==> src/rtl/motoro3_ramp_ctrl.sv <==
// Command sequencer in front of motoro3_top: linear speed ramping, forced ramp-down and coast
// before stop or direction reversal. Optional e-stop input/fault output via MOTORO3_ESTOP_EN.
module motoro3_ramp_ctrl #(
  parameter int unsigned FREQ_MIN  = 1000,
  parameter int unsigned FREQ_MAX  = 1023,
  parameter int unsigned FREQ_STEP = 1,
  parameter int unsigned STEP_DIV  = 10000,
  parameter int unsigned STOP_HOLD = 50000
) (
  input  logic       clk,
  input  logic       rst,
  input  logic       cmd_valid,
  output logic       cmd_ready,
  input  logic       cmd_run,
  input  logic       cmd_dir,
  input  logic [9:0] cmd_freq,
`ifdef MOTORO3_ESTOP_EN
  input  logic       estop,
  output logic       fault,
`endif
  output logic       m3start,
  output logic       m3invOrStop,
  output logic [9:0] m3freq,
  output logic       busy,
  output logic [2:0] state_o
);

  typedef enum logic [2:0] {
    ST_IDLE = 3'd0,
    ST_UP   = 3'd1,
    ST_RUN  = 3'd2,
    ST_DOWN = 3'd3,
    ST_STOP = 3'd4,
    ST_HOLD = 3'd5
  } state_e;

  // One counter serves both the ramp tick and the coast hold, so size it for the longer one.
  localparam int unsigned CNT_MAX = (STEP_DIV > STOP_HOLD) ? STEP_DIV : STOP_HOLD;
  localparam int unsigned CW = $clog2(CNT_MAX + 1);
  localparam logic [CW-1:0] TICK_LAST = CW'(STEP_DIV - 1);
  localparam logic [CW-1:0] HOLD_LAST = CW'(STOP_HOLD - 1);
  localparam logic [9:0]  FMIN10 = 10'(FREQ_MIN);
  localparam logic [9:0]  FMAX10 = 10'(FREQ_MAX);
  localparam logic [9:0]  STEP10 = 10'(FREQ_STEP);
  localparam logic [10:0] STEP11 = 11'(FREQ_STEP);

  function automatic logic [9:0] clampFreq(input logic [9:0] f);
    logic [9:0] r;
    r = f;
    if (f < FMIN10) r = FMIN10;
    if (f > FMAX10) r = FMAX10;
    return r;
  endfunction

  // Ramp steps are evaluated one bit wider so a step near the top cannot wrap past the target.
  function automatic logic [9:0] stepUp(input logic [9:0] cur, input logic [9:0] tgt);
    logic [10:0] sum;
    sum = {1'b0, cur} + STEP11;
    return (sum >= {1'b0, tgt}) ? tgt : sum[9:0];
  endfunction

  function automatic logic [9:0] stepDown(input logic [9:0] cur, input logic [9:0] floorVal);
    return ({1'b0, cur} <= ({1'b0, floorVal} + STEP11)) ? floorVal : (cur - STEP10);
  endfunction

  state_e          state_q, state_d;
  logic [9:0]      cur_q, cur_d;
  logic [9:0]      tgt_q, tgt_d;
  logic            dir_q, dir_d;
  logic [CW-1:0]   cnt_q, cnt_d;
  logic            pendRun_q, pendRun_d;
  logic            pendDir_q, pendDir_d;
  logic [9:0]      pendTgt_q, pendTgt_d;
  logic            m3start_q, m3start_d;
  logic            ready_q, ready_d;
  logic            busy_q, busy_d;
  logic            accept;
  logic            tick;
  logic [9:0]      reqTgt;
`ifdef MOTORO3_ESTOP_EN
  logic            fault_q, fault_d;
`endif

  assign accept = cmd_valid & cmd_ready;
  assign tick   = (cnt_q == TICK_LAST);
  assign reqTgt = clampFreq(cmd_freq);

  always_comb begin
    state_d   = state_q;
    cur_d     = cur_q;
    tgt_d     = tgt_q;
    dir_d     = dir_q;
    cnt_d     = cnt_q;
    pendRun_d = pendRun_q;
    pendDir_d = pendDir_q;
    pendTgt_d = pendTgt_q;
`ifdef MOTORO3_ESTOP_EN
    fault_d   = fault_q;
`endif

    case (state_q)
      ST_IDLE: begin
        cur_d = FMIN10;
        if (accept && cmd_run) begin
          dir_d   = cmd_dir;
          tgt_d   = reqTgt;
          cnt_d   = '0;
          state_d = ST_UP;
        end
      end

      ST_UP, ST_RUN, ST_DOWN: begin
        // A new command always beats a ramp tick landing in the same cycle.
        if (accept) begin
          cnt_d = '0;
          if (cmd_run && (cmd_dir == dir_q)) begin
            tgt_d = reqTgt;
            if (reqTgt > cur_q)      state_d = ST_UP;
            else if (reqTgt < cur_q) state_d = ST_DOWN;
            else                     state_d = ST_RUN;
          end else begin
            pendRun_d = cmd_run;
            pendDir_d = cmd_dir;
            pendTgt_d = reqTgt;
            state_d   = ST_STOP;
          end
        end else if (state_q == ST_RUN) begin
          cnt_d = '0;
        end else if (tick) begin
          cnt_d = '0;
          cur_d = (state_q == ST_UP) ? stepUp(cur_q, tgt_q) : stepDown(cur_q, tgt_q);
          if (cur_d == tgt_q) state_d = ST_RUN;
        end else begin
          cnt_d = cnt_q + 1'b1;
        end
      end

      ST_STOP: begin
        if (cur_q == FMIN10) begin
          cnt_d   = '0;
          state_d = ST_HOLD;
        end else if (tick) begin
          cnt_d = '0;
          cur_d = stepDown(cur_q, FMIN10);
          if (cur_d == FMIN10) state_d = ST_HOLD;
        end else begin
          cnt_d = cnt_q + 1'b1;
        end
      end

      ST_HOLD: begin
        cur_d = FMIN10;
        if (cnt_q == HOLD_LAST) begin
          cnt_d     = '0;
          pendRun_d = 1'b0;
          pendDir_d = 1'b0;
          pendTgt_d = FMIN10;
          if (pendRun_q) begin
            dir_d   = pendDir_q;
            tgt_d   = pendTgt_q;
            state_d = ST_UP;
          end else begin
            state_d = ST_IDLE;
          end
        end else begin
          cnt_d = cnt_q + 1'b1;
        end
      end

      default: begin
        cnt_d   = '0;
        cur_d   = FMIN10;
        state_d = ST_IDLE;
      end
    endcase

`ifdef MOTORO3_ESTOP_EN
    // Only run=0 commands get through while faulted; accepting one acknowledges the fault.
    if (accept && fault_q) fault_d = 1'b0;
    if (estop) begin
      state_d   = ST_HOLD;
      cur_d     = FMIN10;
      tgt_d     = tgt_q;
      dir_d     = dir_q;
      cnt_d     = '0;
      pendRun_d = 1'b0;
      fault_d   = 1'b1;
    end
`endif

    m3start_d = (state_d == ST_UP) || (state_d == ST_RUN) ||
                (state_d == ST_DOWN) || (state_d == ST_STOP);
    ready_d   = (state_d == ST_IDLE) || (state_d == ST_UP) ||
                (state_d == ST_RUN) || (state_d == ST_DOWN);
`ifdef MOTORO3_ESTOP_EN
    ready_d   = ready_d | fault_d;
`endif
    busy_d    = !((state_d == ST_IDLE) || (state_d == ST_RUN));
  end

  always_ff @(posedge clk) begin
    if (rst) begin
      state_q   <= ST_IDLE;
      cur_q     <= FMIN10;
      tgt_q     <= FMIN10;
      dir_q     <= 1'b0;
      cnt_q     <= '0;
      pendRun_q <= 1'b0;
      pendDir_q <= 1'b0;
      pendTgt_q <= FMIN10;
      m3start_q <= 1'b0;
      ready_q   <= 1'b1;
      busy_q    <= 1'b0;
`ifdef MOTORO3_ESTOP_EN
      fault_q   <= 1'b0;
`endif
    end else begin
      state_q   <= state_d;
      cur_q     <= cur_d;
      tgt_q     <= tgt_d;
      dir_q     <= dir_d;
      cnt_q     <= cnt_d;
      pendRun_q <= pendRun_d;
      pendDir_q <= pendDir_d;
      pendTgt_q <= pendTgt_d;
      m3start_q <= m3start_d;
      ready_q   <= ready_d;
      busy_q    <= busy_d;
`ifdef MOTORO3_ESTOP_EN
      fault_q   <= fault_d;
`endif
    end
  end

  assign m3start     = m3start_q;
  assign m3invOrStop = dir_q;
  assign m3freq      = cur_q;
  assign busy        = busy_q;
  assign state_o     = state_q;
`ifdef MOTORO3_ESTOP_EN
  assign fault       = fault_q;
  assign cmd_ready   = ready_q & ~(fault_q & cmd_run);
`else
  assign cmd_ready   = ready_q;
`endif

endmodule

==> config.mk <==
export PLATFORM = sky130hd
export DESIGN_NAME = motoro3_ramp_ctrl
export DESIGN_NICKNAME = d
export VERILOG_FILES = /design/src/rtl/motoro3_ramp_ctrl.sv
export SDC_FILE = /design/constraint.sdc
export NUM_CORES = 1
export LEC_CHECK = 0
export BUFFER_PORTS_ARGS = -buffer_cell sky130_fd_sc_hd__buf_2
export CORE_UTILIZATION = 57
export DETAILED_ROUTE_END_ITERATION = 12
export PLACE_DENSITY = 0.76
export SYNTH_ARGS = -nofsm -noshare
export SYNTH_HDL_FRONTEND = slang
export SYNTH_SLANG_ARGS = --single-unit
==> constraint.sdc <==
create_clock -name clk -period 4.34 [get_ports clk]
set_clock_uncertainty 0.1 [all_clocks]
set_input_delay 0.434 -clock clk [delete_from_list [all_inputs] [get_ports clk]]
set_output_delay 0.434 -clock clk [all_outputs]
set_load 0.02 [all_outputs]
==> results.json <==
{
  "status": "finished, final reports clean",
  "grt_pass1_wl_um": 20500,
  "detail_route.first_pass.iterations": 5,
  "holdBufCountCts": 0,
  "dr.first_iter.drc_count": 366,
  "cts_setup_buffers": 0,
  "postLayoutCoreUtil_pct": 65.4,
  "drive_gt1_share_pct": 12.7,
  "pre_cts_slack_ns": 0.473,
  "cts_tree": "yes",
  "synth.distinct_cells": 69,
  "synthToLayoutAreaGrowth_pct": 9.19,
  "die-width_um": 90.0,
  "worstRegToRegCells": 13,
  "drv_slew": 0,
  "clk_latency_ns": 0.32,
  "ctsResizeCount": 0,
  "switchingPower_uw": 690,
  "gp_congestion": 1.03,
  "synth_top_cell_by_area": "dfxtp_1",
  "p_int_uw": 979,
  "place.port_buffers": 31,
  "hold_start": "cmd_freq[3]",
  "worstPathMaxFanout": 9,
  "cap_violations": 0,
  "rsz0062_at_grt": "false",
  "vias": 4341,
  "synth.area.top_cells": "dfxtp_1 25%, ha_1 10%, xnor2_1 7.5%, nor2_1 5.3%, nand2_1 4.0%",
  "syn_inst": 569,
  "ys_seq_area_share_pct": 25.0,
  "p_leak_uw": 0.00198,
  "fmax_mhz": 253,
  "synthArstFlopShare_pct": 0,
  "root_buffer": "clkbuf_8",
  "critPathLaunchType": "register",
  "fin_ws_ns": 0.383,
  "h-tree-depth": 2,
  "avgSynthCellArea_um2": 7.75,
  "worstMarginPinSlew_ns": 0.780,
  "ff2ff_setup_slack_ns": 0.38,
  "power_frac_comb_pct": 44.6,
  "yosysMostFrequentCell": "nor2_1",
  "start_util_pct": 59.9,
  "rows": 31,
  "power.density_nw_per_um2": 346,
  "timing.final.crit_period_ns": 3.96,
  "timing.rr.start": "tgt_q[6]",
  "min_to": "pendTgt_q[3]",
  "finalCritPeriodShare_pct": 91.2,
  "crit_arrival_ns": 4.11,
  "hold_class": "in -> reg",
  "grt_pass1_vias": 4121,
  "tns_ns": 0,
  "fill_cells": 664,
  "wl_per_cell_um": 18.1,
  "hpwl_um": 9820,
  "grt_max_degree": 41,
  "end_kind": "register",
  "num-nets-final": 650,
  "viasPerCell": 6.21,
  "track_usage_pct": 31.7,
  "rr_endpoint": "m3start",
  "diodes": 0,
  "numCtsBuffers": 5,
  "cts.path.max_buffers": 2,
  "grt_overflow": 0,
  "antenna_found_initial": 0,
  "critPathLaunch": "tgt_q[6]",
  "synth_area_um2": 4410,
  "holdWs_ns": 0.282,
  "placed_area_um2": 4710,
  "maxSlewHeadroom_pct": 48.0,
  "path_clk_slew_ns": 0.11,
  "ir_drop_v": 0.000161,
  "clkSinkCount": 55,
  "fin_area_um2": 4820,
  "synth_edf_count": 0,
  "report.final.hold_viol_count": 0,
  "core_um2": 7370,
  "crit_type": "reg -> reg",
  "setup_viol_count_final": 0,
  "yosys_warnings": 0,
  "min_path_cells": 3,
  "pin_count": 32,
  "dieArea_um2": 8100,
  "synth-seq-cells": 55,
  "drc": 0,
  "synthTopCellsByCount": "62 x nor2_1, 55 x dfxtp_1, 47 x nand2_1",
  "ant_nets": 0,
  "synth_top_flop_cell": "dfxtp_1",
  "synth_top_area_share_pct": 25.0,
  "seqPwrFrac_pct": 34.0,
  "wirelength_um": 12700,
  "switching_share_pct": 41.3,
  "die_h_um": 90.0,
  "p_clk_share_pct": 21.3,
  "required_ns": 4.49
}
==> kinds of logic (layout without fill, tap and decap cells) <==
kind of cell / after synthesis / after routing / share of synthesized area (%)
other cells: 1 / 5 / 0.0850
fa+ha+maj: 36 / 36 / 10.2
xor+xnor: 49 / 49 / 10.0
compound gates: 131 / 131 / 20.4
flops: 55 / 55 / 25.0
mux: 3 / 3 / 0.681
buf+inv: 61 / 88 / 5.79
simple gates: 233 / 233 / 27.8
==> layer usage <==
layer / routed length, µm / vias to the layer above / track usage, %
met5: 0 / - / 0
met4: 339 / 0 / 10.3
met3: 926 / 34 / 4.91
met2: 5720 / 201 / 52.4
met1: 5670 / 2011 / 42.4
li1: - / 2095 / -
==> stage by stage <==
stage                     total power, µW  instances
after floorplan                      1090        573
after global placement               1300        691
after detailed placement             1300        691
after CTS                            1660        699
after global routing                 1750        699
final                                1670        699
==> registers in the layout (all words and copies together) (netlist names), 3 cells and up <==
name       cells
cnt_q         16
m3freq        10
pendTgt_q     10
state_o        3
tgt_q         10
==> cells in the final DEF (no fill, tap or decap), drive strengths merged, types with 12 or more instances in the layout <==
master,instances
buf,50
nor3,17
ha,36
dfxtp,55
inv,30
xnor2,38
o21ai,29
nand2b,13
nand2,47
nand3,36
nor2,62
a21oi,28
nand4,12
==> final cells by class <==
class                      count  area [µm²]  area share (%)
multi-input combinational    457        3070            63.7
sequential                    55        1100            22.9
timing repair buffer          50         298            6.18
tap                           99         124            2.57
inverter                      30         113            2.34
clock buffer                   6        72.6            1.51
clock inverter                 2        38.8           0.805
==> worst max-delay path, stage by stage (launching register included) <==
cell and delay, ns:
dfxtp_1 0.62, nand3_1 0.21, nor4_1 0.28, xnor2_1 0.19, ha_1 0.30, a211oi_1 0.24
nand2_1 0.07, or3_1 0.43, nand2_1 0.28, o22ai_1 0.18, and2_1 0.21, o41a_1 0.43
o211ai_2 0.16, mux2i_1 0.19
==> worst max-delay path by stage <==
stage                   end  slack (ns)
global placement    m3start        0.51
detailed placement  m3start        0.47
global route        m3start        0.18
CTS                 m3start        0.44
floorplan           m3start        0.55
finish              m3start        0.38
==> power groups by stage <==
stage,sequential [µW],combinational [µW],clock (µW)
2_1_floorplan,590,499,0
3_3_place_gp,577,723,0
3_5_place_dp,578,726,0
4_1_cts,567,730,362
5_1_grt,571,808,375
6_report,568,745,356
Power figures use the tool's default switching activity.
